`src/rtl/vga_pkg.sv`:
```
// Shared definitions for the VGA timing generator: axis segment states,
// control register indices and VGACR0 bit positions.
package vga_pkg;

  typedef enum logic [1:0] {
    AXIS_ACTIVE = 2'd0,
    AXIS_FRONT  = 2'd1,
    AXIS_SYNC   = 2'd2,
    AXIS_BACK   = 2'd3
  } axis_state_t;

  localparam int TIMR0  = 0;
  localparam int TIMR1  = 1;
  localparam int TIMR2  = 2;
  localparam int TIMR3  = 3;
  localparam int TIMR4  = 4;
  localparam int TIMR5  = 5;
  localparam int TIMR6  = 6;
  localparam int TIMR7  = 7;
  localparam int TIMR8  = 8;
  localparam int TIMR9  = 9;
  localparam int VGACR0 = 10;

  localparam int CR_ENABLE_BIT = 0;
  localparam int CR_HPOL_BIT   = 1;
  localparam int CR_VPOL_BIT   = 2;

  // Segment that follows cur, skipping any blanking segment of zero length
  function automatic axis_state_t next_segment(input axis_state_t cur,
                                               input logic has_front,
                                               input logic has_sync,
                                               input logic has_back);
    axis_state_t nxt;
    case (cur)
      AXIS_ACTIVE: nxt = has_front ? AXIS_FRONT :
                         (has_sync ? AXIS_SYNC : (has_back ? AXIS_BACK : AXIS_ACTIVE));
      AXIS_FRONT:  nxt = has_sync ? AXIS_SYNC : (has_back ? AXIS_BACK : AXIS_ACTIVE);
      AXIS_SYNC:   nxt = has_back ? AXIS_BACK : AXIS_ACTIVE;
      AXIS_BACK:   nxt = AXIS_ACTIVE;
      default:     nxt = AXIS_ACTIVE;
    endcase
    return nxt;
  endfunction

endpackage

```
`src/rtl/vga_axis_counter.sv`:
```
// One timing axis: walks ACTIVE -> FRONT -> SYNC -> BACK, each segment lasting
// its programmed number of advance steps; zero-length blanking segments are skipped.
module vga_axis_counter
  import vga_pkg::*;
#(
  parameter int CNT_WIDTH = 12
) (
  input  logic                 clock,
  input  logic                 reset,
  input  logic                 clear,
  input  logic                 advance,
  input  logic [CNT_WIDTH-1:0] len_active,
  input  logic [CNT_WIDTH-1:0] len_front,
  input  logic [CNT_WIDTH-1:0] len_sync,
  input  logic [CNT_WIDTH-1:0] len_back,
  output axis_state_t          state,
  output logic [CNT_WIDTH-1:0] count,
  output logic                 last
);

  localparam logic [CNT_WIDTH-1:0] CNT_ZERO = {CNT_WIDTH{1'b0}};
  localparam logic [CNT_WIDTH-1:0] CNT_ONE  = {{(CNT_WIDTH-1){1'b0}}, 1'b1};

  axis_state_t          state_r;
  axis_state_t          state_nxt_s;
  axis_state_t          seg_next_s;
  logic [CNT_WIDTH-1:0] count_r;
  logic [CNT_WIDTH-1:0] count_nxt_s;
  logic [CNT_WIDTH-1:0] seg_len_s;
  logic                 seg_end_s;

  // Length of the segment currently being counted
  always_comb begin
    seg_len_s = len_active;
    case (state_r)
      AXIS_ACTIVE: seg_len_s = len_active;
      AXIS_FRONT:  seg_len_s = len_front;
      AXIS_SYNC:   seg_len_s = len_sync;
      AXIS_BACK:   seg_len_s = len_back;
      default:     seg_len_s = len_active;
    endcase
  end

  assign seg_end_s  = (count_r == (seg_len_s - CNT_ONE));
  assign seg_next_s = next_segment(state_r, (len_front != CNT_ZERO),
                                   (len_sync != CNT_ZERO), (len_back != CNT_ZERO));

  // Next state and segment count
  always_comb begin
    state_nxt_s = state_r;
    count_nxt_s = count_r;
    if (clear) begin
      state_nxt_s = AXIS_ACTIVE;
      count_nxt_s = CNT_ZERO;
    end else if (advance) begin
      if (seg_end_s) begin
        state_nxt_s = seg_next_s;
        count_nxt_s = CNT_ZERO;
      end else begin
        state_nxt_s = state_r;
        count_nxt_s = count_r + CNT_ONE;
      end
    end else begin
      state_nxt_s = state_r;
      count_nxt_s = count_r;
    end
  end

  // State and counter registers
  always_ff @(posedge clock) begin
    if (reset) begin
      state_r <= AXIS_ACTIVE;
      count_r <= CNT_ZERO;
    end else begin
      state_r <= state_nxt_s;
      count_r <= count_nxt_s;
    end
  end

  assign state = state_r;
  assign count = count_r;
  assign last  = seg_end_s && (seg_next_s == AXIS_ACTIVE);

endmodule

```
`src/rtl/vga_timing_generator.sv`:
```
// VGA sync/data-enable generator with frame-boundary register shadowing.
// Define VGA_TIMING_VBLANK_IRQ_EN to add the vblank interrupt (irq_ack / vblank_irq).
module vga_timing_generator
  import vga_pkg::*;
#(
  parameter int DATA_WIDTH       = 8,
  parameter int NUM_VGA_CONT_REG = 11,
  parameter int CNT_WIDTH        = 12
) (
  input  logic                                   clock,
  input  logic                                   reset,
`ifdef VGA_TIMING_VBLANK_IRQ_EN
  input  logic                                   irq_ack,
  output logic                                   vblank_irq,
`endif
  input  logic [NUM_VGA_CONT_REG*DATA_WIDTH-1:0] control_reg_in,
  output logic                                   hsync,
  output logic                                   vsync,
  output logic                                   de,
  output logic [CNT_WIDTH-1:0]                   pixel_x,
  output logic [CNT_WIDTH-1:0]                   pixel_y,
  output logic                                   line_start,
  output logic                                   frame_start
);

  localparam int BUS_W = NUM_VGA_CONT_REG * DATA_WIDTH;
  localparam logic [CNT_WIDTH-1:0] CNT_ZERO = {CNT_WIDTH{1'b0}};
  localparam logic [CNT_WIDTH-1:0] CNT_ONE  = {{(CNT_WIDTH-1){1'b0}}, 1'b1};

  logic [BUS_W-1:0]        shadow_r;
  logic [DATA_WIDTH-1:0]   cr_live_s;
  logic [DATA_WIDTH-1:0]   cr_sh_s;
  logic [2*DATA_WIDTH-1:0] h_active_w_s;
  logic [2*DATA_WIDTH-1:0] v_active_w_s;
  logic [CNT_WIDTH-1:0]    h_active_s, h_front_s, h_sync_s, h_back_s;
  logic [CNT_WIDTH-1:0]    v_active_s, v_front_s, v_sync_s, v_back_s;
  logic                    idle_s;
  logic                    frame_end_s;
  logic                    unused_s;

  axis_state_t             h_state_s, v_state_s;
  logic [CNT_WIDTH-1:0]    h_count_s, v_count_s;
  logic                    h_last_s, v_last_s;

  logic                    de_s, hsync_s, vsync_s, line_start_s, frame_start_s;
  logic [CNT_WIDTH-1:0]    pixel_x_s, pixel_y_s;
  logic                    de_r, hsync_r, vsync_r, line_start_r, frame_start_r;
  logic [CNT_WIDTH-1:0]    pixel_x_r, pixel_y_r;

  assign cr_live_s    = control_reg_in[VGACR0*DATA_WIDTH +: DATA_WIDTH];
  assign cr_sh_s      = shadow_r[VGACR0*DATA_WIDTH +: DATA_WIDTH];
  assign h_active_w_s = {shadow_r[TIMR1*DATA_WIDTH +: DATA_WIDTH], shadow_r[TIMR0*DATA_WIDTH +: DATA_WIDTH]};
  assign v_active_w_s = {shadow_r[TIMR6*DATA_WIDTH +: DATA_WIDTH], shadow_r[TIMR5*DATA_WIDTH +: DATA_WIDTH]};
  // Active lengths are 16-bit registers; bits above the counter width are dropped
  assign h_active_s   = h_active_w_s[CNT_WIDTH-1:0];
  assign v_active_s   = v_active_w_s[CNT_WIDTH-1:0];
  assign h_front_s    = CNT_WIDTH'(shadow_r[TIMR2*DATA_WIDTH +: DATA_WIDTH]);
  assign h_sync_s     = CNT_WIDTH'(shadow_r[TIMR3*DATA_WIDTH +: DATA_WIDTH]);
  assign h_back_s     = CNT_WIDTH'(shadow_r[TIMR4*DATA_WIDTH +: DATA_WIDTH]);
  assign v_front_s    = CNT_WIDTH'(shadow_r[TIMR7*DATA_WIDTH +: DATA_WIDTH]);
  assign v_sync_s     = CNT_WIDTH'(shadow_r[TIMR8*DATA_WIDTH +: DATA_WIDTH]);
  assign v_back_s     = CNT_WIDTH'(shadow_r[TIMR9*DATA_WIDTH +: DATA_WIDTH]);
  assign unused_s     = ^{h_active_w_s, v_active_w_s, cr_sh_s, cr_live_s};

  assign idle_s      = ~cr_sh_s[CR_ENABLE_BIT] | (h_active_s == CNT_ZERO) | (v_active_s == CNT_ZERO);
  assign frame_end_s = ~idle_s & h_last_s & v_last_s;

  // Shadow copy of the register bank, refreshed only while idle or at frame end
  always_ff @(posedge clock) begin
    if (reset) begin
      shadow_r <= {BUS_W{1'b0}};
    end else if (idle_s || frame_end_s) begin
      shadow_r <= control_reg_in;
    end else begin
      shadow_r <= shadow_r;
    end
  end

  vga_axis_counter #(.CNT_WIDTH(CNT_WIDTH)) u_h_axis (
    .clock      (clock),
    .reset      (reset),
    .clear      (idle_s),
    .advance    (1'b1),
    .len_active (h_active_s),
    .len_front  (h_front_s),
    .len_sync   (h_sync_s),
    .len_back   (h_back_s),
    .state      (h_state_s),
    .count      (h_count_s),
    .last       (h_last_s)
  );

  vga_axis_counter #(.CNT_WIDTH(CNT_WIDTH)) u_v_axis (
    .clock      (clock),
    .reset      (reset),
    .clear      (idle_s),
    .advance    (h_last_s),
    .len_active (v_active_s),
    .len_front  (v_front_s),
    .len_sync   (v_sync_s),
    .len_back   (v_back_s),
    .state      (v_state_s),
    .count      (v_count_s),
    .last       (v_last_s)
  );

  // Decode counter position into the video outputs
  always_comb begin
    de_s          = 1'b0;
    pixel_x_s     = CNT_ZERO;
    pixel_y_s     = CNT_ZERO;
    line_start_s  = 1'b0;
    frame_start_s = 1'b0;
    hsync_s       = ~cr_live_s[CR_HPOL_BIT];
    vsync_s       = ~cr_live_s[CR_VPOL_BIT];
    if (!idle_s) begin
      de_s          = (h_state_s == AXIS_ACTIVE) && (v_state_s == AXIS_ACTIVE);
      pixel_x_s     = de_s ? h_count_s : CNT_ZERO;
      pixel_y_s     = (v_state_s == AXIS_ACTIVE) ? v_count_s : CNT_ZERO;
      line_start_s  = (h_state_s == AXIS_ACTIVE) && (h_count_s == CNT_ZERO);
      frame_start_s = line_start_s && (v_state_s == AXIS_ACTIVE) && (v_count_s == CNT_ZERO);
      hsync_s       = (h_state_s == AXIS_SYNC) ? cr_sh_s[CR_HPOL_BIT] : ~cr_sh_s[CR_HPOL_BIT];
      vsync_s       = (v_state_s == AXIS_SYNC) ? cr_sh_s[CR_VPOL_BIT] : ~cr_sh_s[CR_VPOL_BIT];
    end else begin
      de_s          = 1'b0;
      line_start_s  = 1'b0;
      frame_start_s = 1'b0;
    end
  end

  // Output registers
  always_ff @(posedge clock) begin
    if (reset) begin
      de_r          <= 1'b0;
      pixel_x_r     <= CNT_ZERO;
      pixel_y_r     <= CNT_ZERO;
      line_start_r  <= 1'b0;
      frame_start_r <= 1'b0;
      hsync_r       <= ~cr_live_s[CR_HPOL_BIT];
      vsync_r       <= ~cr_live_s[CR_VPOL_BIT];
    end else begin
      de_r          <= de_s;
      pixel_x_r     <= pixel_x_s;
      pixel_y_r     <= pixel_y_s;
      line_start_r  <= line_start_s;
      frame_start_r <= frame_start_s;
      hsync_r       <= hsync_s;
      vsync_r       <= vsync_s;
    end
  end

  assign de          = de_r;
  assign pixel_x     = pixel_x_r;
  assign pixel_y     = pixel_y_r;
  assign line_start  = line_start_r;
  assign frame_start = frame_start_r;
  assign hsync       = hsync_r;
  assign vsync       = vsync_r;

`ifdef VGA_TIMING_VBLANK_IRQ_EN
  logic irq_set_s;
  logic vblank_irq_r;

  assign irq_set_s = ~idle_s & h_last_s & (v_state_s == AXIS_ACTIVE) &
                     (v_count_s == (v_active_s - CNT_ONE));

  // Sticky vblank interrupt; a new set outranks a simultaneous ack
  always_ff @(posedge clock) begin
    if (reset) begin
      vblank_irq_r <= 1'b0;
    end else if (irq_set_s) begin
      vblank_irq_r <= 1'b1;
    end else if (irq_ack) begin
      vblank_irq_r <= 1'b0;
    end else begin
      vblank_irq_r <= vblank_irq_r;
    end
  end

  assign vblank_irq = vblank_irq_r;
`endif

endmodule

```
`config.mk`:
```
export PLATFORM = sky130hd
export DESIGN_NAME = vga_timing_generator
export DESIGN_NICKNAME = d
export VERILOG_FILES = /design/src/rtl/vga_pkg.sv /design/src/rtl/vga_axis_counter.sv /design/src/rtl/vga_timing_generator.sv
export SDC_FILE = /design/constraint.sdc
export NUM_CORES = 1
export LEC_CHECK = 0
export ABC_AREA = 1
export CAP_MARGIN = 5
export CORE_UTILIZATION = 55
export CTS_BUF_LIST = sky130_fd_sc_hd__clkbuf_4 sky130_fd_sc_hd__clkbuf_8 sky130_fd_sc_hd__clkbuf_16
export DETAILED_ROUTE_END_ITERATION = 10
export GPL_TIMING_DRIVEN = 0
export PLACE_DENSITY = 0.81
export SYNTH_ARGS = -nofsm -noshare
export SYNTH_HDL_FRONTEND = slang
export SYNTH_HIERARCHICAL = 1
export SYNTH_SLANG_ARGS = --single-unit
```
`constraint.sdc`:
```
create_clock -name clock -period 4 [get_ports clock]
set_input_delay 0.8 -clock clock [delete_from_list [all_inputs] [get_ports clock]]
set_output_delay 0.8 -clock clock [all_outputs]
set_load 0.1 [all_outputs]
```
# Word-level counts from Yosys, hierarchy flattened
# Cells that the tools add are included.
[word_totals] reg_bits=140 inputBits=90 output_inout_bits=29
[op_classes] add_sub_neg=4 n_reduce_logical=26 bitwise_logic=12 n_eq_ne=8 mux=17
[op_table] operator="case mux 12 bit (4 select lines)" count=2
[op_table] operator="nonzero test 12 bit" count=6
[op_table] operator="zero test 12 bit" count=4
[op_table] operator="adder 12 x 1 -> 12 bit (second input constant)" count=2
[op_table] operator="equality test 12 bit" count=2
[op_table] operator="subtractor 12 x 1 -> 12 bit (second input constant)" count=2
[op_table] operator="case mux 2 bit (4 select lines)" count=2
[op_table] operator="two-way mux 12 bit" count=1
[op_table] operator="two-way mux 2 bit" count=6
[op_table] operator="OR reduction 3 bit" count=3
[op_table] operator="equality test 2 bit (second input constant)" count=4
[op_table] operator="zero test 2 bit" count=4
[op_table] operator="inverter 1 bit" count=8
[op_table] operator="logical AND 1 bit" count=6
[op_table] operator="two-way mux 1 bit" count=6
[op_table] operator="equality test 2 x 1 -> 1 bit (second input constant)" count=2
[op_table] operator="bitwise AND 1 bit" count=2
[op_table] operator="bitwise OR 1 bit" count=2
[op_table] operator="AND reduction 2 bit" count=1
[op_table] operator="OR reduction 2 bit" count=1
[op_table] operator="logical OR 1 bit" count=1

# Depth between registers and ports, before layout
[logic_depth] word_depth=10 ltp_mapped=25

# By module
# Netlist, hierarchy kept.
[modules_own_cells] module="vga_timing_generator" cells_per_inst=609 area_per_inst_um2=4065.1 seq_area_each_um2=2082.0 n_inst=1
[modules_own_cells] module="vga_axis_counter" cells_per_inst=329 area_per_inst_um2=1940.6 seq_area_each_um2=280.3 n_inst=2

# Worst setup path before layout
# No wires, ideal clock.
[synth_timing] path_kind="reg-to-reg" start="reg u_h_axis.state_r[0] (netlist: u_h_axis/state[0])" end="reg u_v_axis.count_r[9] (netlist: u_v_axis/count[9])" arrival_time_ns=3.304 n_path_buf=2 slack_ns=0.580 stages_incl_launch_ff=23 period_less_slack_ns=3.420 t_required_ns=3.883 path_cell_list="dfxtp_1 -> buf_6 -> inv_6 -> buf_6 -> nand3_1 -> nand3_1 -> nor2_2 -> ha_1 -> xor2_1 -> nand2_1 -> nor2_1 -> nand2_1 -> a21oi_1 -> nand4_1 -> nor2_2 -> nand2_1 -> nor3b_1 -> inv_1 -> nor2_1 -> nand2_1 -> nor3_1 -> xnor2_1 -> nor2_2"
[synth_via] elab_chain_len=5 word_cells_on_any_way=10 cone_classes="add/sub (1); eq/ne (4); mux (2); reduce/logical (3)"
[synth_lines] item="start: declaration" line="vga_axis_counter.sv:24" rtl="axis_state_t state_r;"
[synth_lines] item="start signal: assignment" line="vga_axis_counter.sv:75" rtl="state_r <= state_nxt_s;"
[synth_lines] item="equality test 2 bit (tied with other cells)" line="vga_pkg.sv:34, vga_axis_counter.sv:35"
[synth_lines] item="case mux 12 bit (4 select lines)" line="vga_axis_counter.sv:35" rtl="case (state_r)"
[synth_lines] item="subtractor 12 x 1 -> 12 bit" line="vga_axis_counter.sv:44" rtl="assign seg_end_s = (count_r == (seg_len_s - CNT_ONE));"
[synth_lines] item="equality test 12 bit" line="vga_axis_counter.sv:44"
[synth_lines] item="logical AND 1 bit (*)" line="vga_axis_counter.sv:82" rtl="assign last = seg_end_s && (seg_next_s == AXIS_ACTIVE);"
[synth_lines] item="named net h_last_s" line="vga_timing_generator.sv:43" rtl="logic h_last_s, v_last_s;"
[synth_lines] item="end signal: assignment" line="vga_axis_counter.sv:76" rtl="count_r <= count_nxt_s;"
[synth_lines] item="end: declaration" line="vga_axis_counter.sv:27" rtl="logic [CNT_WIDTH-1:0] count_r;"
# Mark *: on every way through the listed nets, which the timed path passes. The rest lies on a longest branch.
# A chain may end at the register's enable or synchronous reset.

# Worst setup path after layout
[layout_timing] start="reg u_h_axis.state_r[0] (netlist: u_h_axis/state[0])" end="reg shadow_r[0]"
[layout_via] elab_chain_len=8 word_cells_on_any_way=13 cone_classes="add/sub (1); eq/ne (4); mux (2); bitwise (2); reduce/logical (4)"
[layout_lines] item="equality test 2 bit (tied with other cells)" line="vga_pkg.sv:34, vga_axis_counter.sv:35"
[layout_lines] item="case mux 12 bit (4 select lines)" line="vga_axis_counter.sv:35"
[layout_lines] item="subtractor 12 x 1 -> 12 bit" line="vga_axis_counter.sv:44"
[layout_lines] item="equality test 12 bit" line="vga_axis_counter.sv:44"
[layout_lines] item="logical AND 1 bit (*)" line="vga_axis_counter.sv:82"
[layout_lines] item="named net h_last_s" line="vga_timing_generator.sv:43"
[layout_lines] item="bitwise AND 1 bit (*) (2 in a row)" line="vga_timing_generator.sv:66" rtl="assign frame_end_s = ~idle_s & h_last_s & v_last_s;"
[layout_lines] item="logical OR 1 bit (*)" line="vga_timing_generator.sv:72" rtl="end else if (idle_s || frame_end_s) begin"
[layout_lines] item="end signal: assignment" line="vga_timing_generator.sv:71" rtl="shadow_r <= {BUS_W{1'b0}};"
[layout_lines] item="end signal: assignment" line="vga_timing_generator.sv:73" rtl="shadow_r <= control_reg_in;"
[layout_lines] item="end signal: assignment" line="vga_timing_generator.sv:75" rtl="shadow_r <= shadow_r;"
[layout_lines] item="end: declaration" line="vga_timing_generator.sv:30" rtl="logic [BUS_W-1:0] shadow_r;"
# Marked as above.

==> key figures <==
Die
  • IO Pins: 119
  • Floorplan die width: 122 um
  • Die boundary height: 122 um
  • Number of rows created at floorplan: 43
  • Initial cell density of the core: 56.8%
  • Die Footprint: 14900 um2
  • Core outline area: 14000 um2

Synthesis
  • Yosys warning total: 6
  • Multiplexer share of the synthesized area: 0%
  • Average size of a mapped cell: 6.27 um2
  • Fraction of the mapped netlist area in simple logic gates: 48.3%
  • Cell taking the most area after synthesis: dfxtp_1
  • Top cells by count, synth: nand2_1 (341), nor2_1 (255), inv_1 (176)
  • Synthesized area: 7950 um2
  • Top cell type's share of synthesized area: 33.3%
  • Cells after synthesis: 1267
  • Portion of the post-synthesis area used by sequential elements: 33.3%
  • Synthesized-area fraction occupied by adder cells: 0.630%
  • Combinational family with the most area after synthesis: simple AND/OR/NAND/NOR gates
  • Primary flip-flop cell chosen by synthesis mapping: dfxtp_1
  • Fraction of the mapped netlist area in compound gates: 2.71%
  • Flip-flop and latch count after synthesis: 132
  • Post-Synth XOR/XNOR Area: 2.20%
  • Number of enable flip-flop cells after synthesis: 0
  • Most frequent cell after synthesis: nand2_1
  • Proportion of synthesized flip-flops having asynchronous set or reset: 0%
  • Distinct cell type count of the synthesized netlist: 41
  • Leading post-synthesis cells by cell area: dfxtp_1 (33%), nand2_1 (16%), nor2_1 (12%)

Min path
  • Worst hold path endpoint: pixel_y[6]
  • Class of the worst hold path: flop to flop
  • Worst Hold Path Cells: 2
  • Critical hold path startpoint: u_v_axis/count[6]

Timing
  • Upper clock frequency limit: 269 MHz
  • Transition time at the pin with the least slew margin: 0.981 ns
  • Post-Route Setup TNS: 0 ns
  • Number of hold-slack violations in the final timing report: 0
  • Final Max Slew Viols: 0
  • Worst slack on hold paths: 0.490 ns
  • Relative slew slack: 34.4%
  • Final worst path period need: 3.72 ns
  • Share of the clock period used by the worst path after layout: 93.0%
  • Worst Clk Skew: 0.00596 ns
  • Final setup fails: 0

Worst setup path
  • Longest individual stage delay on the worst path: 0.37 ns
  • Critical Path AT: 4.04 ns
  • Reg2reg setup slack: 0.28 ns
  • Type of the setup path with the least slack: flop to flop
  • Endpoint class of the critical path: flop
  • Register-to-Register Path Depth: 24
  • FF-to-FF Start: u_h_axis/state[0]
  • Data required, critical path: 4.32 ns
  • Slowest-stage cell, CP: dfxtp_1
  • Maximum fanout count along the critical path: 10
  • FF-to-FF End: shadow_r[0]
  • CP startpoint kind: flop
  • Chain of cells forming the critical path: buf_6 > inv_6 > buf_6 > nand3_1 > nand3_1 > nor2_2 > ha_1 > xor2_1 > nand2_1 > nor2_1 > nand2_1 > a21oi_1 > nand4_1 > nor2_2 > nand2_1 > nor3b_4 > buf_4 > nand2_1 > nand4_2 > buf_6 > clkbuf_4 > nand2_1 > nand2_1 > nor2_1
  • Cell seen most often among critical-path stages: nand2_1

Layout
  • Diode insertion count for antenna repair: 0
  • Post-route non-filler standard cell count: 1638
  • Number of filler instances in the final layout: 1253
  • Number of nets in the layout: 1541
  • Fraction of layout cells with a size suffix above 1: 11.3%
  • Layout-stage area growth over the synthesis result: 26.7%

Clock tree
  • Clock tree from TritonCTS: yes
  • # H-tree levels: 4
  • Root Buffer: clkbuf_16
  • Latest clock arrival within the worst-skew pair: 0.42 ns
  • Num CTS Buffers: 17
  • # hold bufs at CTS: 0
  • Number of clock sinks: 132
  • CTS clk-pin slew, worst paths: 0.06 ns
  • Max Buffers Root-to-Sink: 2

Drt
  • Violation count after the first detailed-route iteration: 638
  • Detailed-router iteration count before antenna repair: 5
  • Aggregate routed wire length: 19800 um
  • WL per Instance: 12.1 um
  • Routed vias: 7851
  • Number of nets with antenna violations after detailed routing: 0
  • DRC violations left: 0
  • Routed vias/inst: 4.79

Placed design
  • Detailed placer's ending HPWL: 15300 um
  • Routability Congestion: 0.914
  • # placed instances: 1604
  • IO buf count: 105

Power
  • Static Leak: 5.02 nW
  • Peak VDD IR: 0.000314 V
  • Pwr Total: 3.68 mW
  • Pwr Density: 366 nW/um2

GRT
  • Overall track demand over capacity in global routing: 28.4%
  • Wire length of the first global-routing pass: 33100 um
  • Largest net degree at the start of global routing: 17
  • Aggregate global routing overflow: 0
  • Number of antenna violations at the first check in global routing: 0
  • Number of global-route vias before repair: 7170

Run status
  • Outcome: completed

Run
  • Max-capacitance violation count: 0
placed cells by master, fill, tap and decap left out, types with 9 or more instances in the layout:
cell | Yosys | routed
buf_2 | 16 | 11
nor3_1 | 13 | 13
nand3_1 | 102 | 102
conb_1 | 2 | 54
xor2_1 | 12 | 12
nand4_1 | 24 | 24
nand2_1 | 341 | 341
nor2_2 | 30 | 30
clkbuf_4 | 0 | 9
nor2_1 | 255 | 255
clkbuf_16 | 0 | 17
nand2_2 | 14 | 14
inv_1 | 176 | 175
nor2_4 | 14 | 14
buf_4 | 5 | 9
buf_6 | 15 | 15
nor4_1 | 11 | 11
nand3_2 | 16 | 16
clkdlybuf4s50_1 | 0 | 105
a21oi_1 | 9 | 9
dfxtp_1 | 132 | 132
o21ai_0 | 14 | 14
final cells by class:
type                    instances  area, um2  share of cell area, %
multi-input cells             961       4500                   44.7
flip-flops and latches        132       2640                   26.3
repair buffers                109       1080                   10.7
inverters                     182        698                   6.94
clock buffers                  26        524                   5.21
plain buffers                  44        329                   3.27
well taps                     180        225                   2.24
clock inverters                 4       70.1                  0.696
state kept, by name (all words and copies together), names as in the netlist:
signal / flops
frame_start: 1
u_v_axis/state: 2
vsync: 1
line_start: 1
hsync: 1
u_v_axis/count: 12
pixel_y: 12
u_h_axis/count: 12
shadow_r: 75
pixel_x: 12
u_h_axis/state: 2
de: 1
kinds of logic (layout without fill, tap and decap cells):
group,after synthesis,in the layout
AO/OA/AOI/OAI,37,37
buffers and inverters,226,365
other,2,54
adder cells (fa/ha/maj),4,4
XOR/XNOR,20,20
flip-flops,132,132
AND/OR/NAND/NOR,846,846
power by group:
| group | switching (mW) | total [mW] | internal, mW |
|---|---|---|---|
| registers | 0.0694 | 1.46 | 1.39 |
| clock network | 0.542 | 1.56 | 1.02 |
| logic | 0.394 | 0.658 | 0.264 |
worst max path at each step:
stage                            startpoint                end  slack (ns)  cells after the start
final                     u_h_axis/state[0]        shadow_r[0]        0.28                     24
after global routing      u_h_axis/state[1]        shadow_r[8]       -0.07                     24
after CTS                 u_h_axis/state[0]  u_v_axis/count[9]        0.04                     22
after detailed placement  u_h_axis/state[1]  u_v_axis/count[9]       -0.32                     22
after global placement    u_h_axis/state[0]  u_v_axis/count[9]       -0.25                     22
after floorplan           u_h_axis/state[0]  u_v_axis/count[9]        0.58                     22
critical path: cells and delay by family, from the launching register on:
kind,cells,cell delay [ns]
simple gates,15,1.76
buf+inv,6,0.89
flops,1,0.37
fa+ha+maj,1,0.27
compound gates,1,0.17
xor+xnor,1,0.15
metrics by stage:
step,setup WS [ns],util (%),cell area (um2)
floorplan,0.580,-,8140
global placement,-0.247,67.3,9420
detailed placement,-0.317,67.3,9420
CTS,0.0446,71.6,10000
global route,-0.0728,72.0,10100
finish,0.282,72.0,10100
layer usage:
layer	GRT usage [%]	wire, um	vias up
li1	-	-	4182
met1	37.8	9550	3411
met2	46.0	8880	231
met3	4.92	993	27
met4	9.98	392	0
met5	0	0	-
timing repair:
item,4_1_cts,5_1_grt
endpoints found under the setup margin,82,82
pin swaps,0,2
resized for setup,1,7
buffers inserted,0,4
gates cloned,0,0
Power figures use the tool's default switching activity.
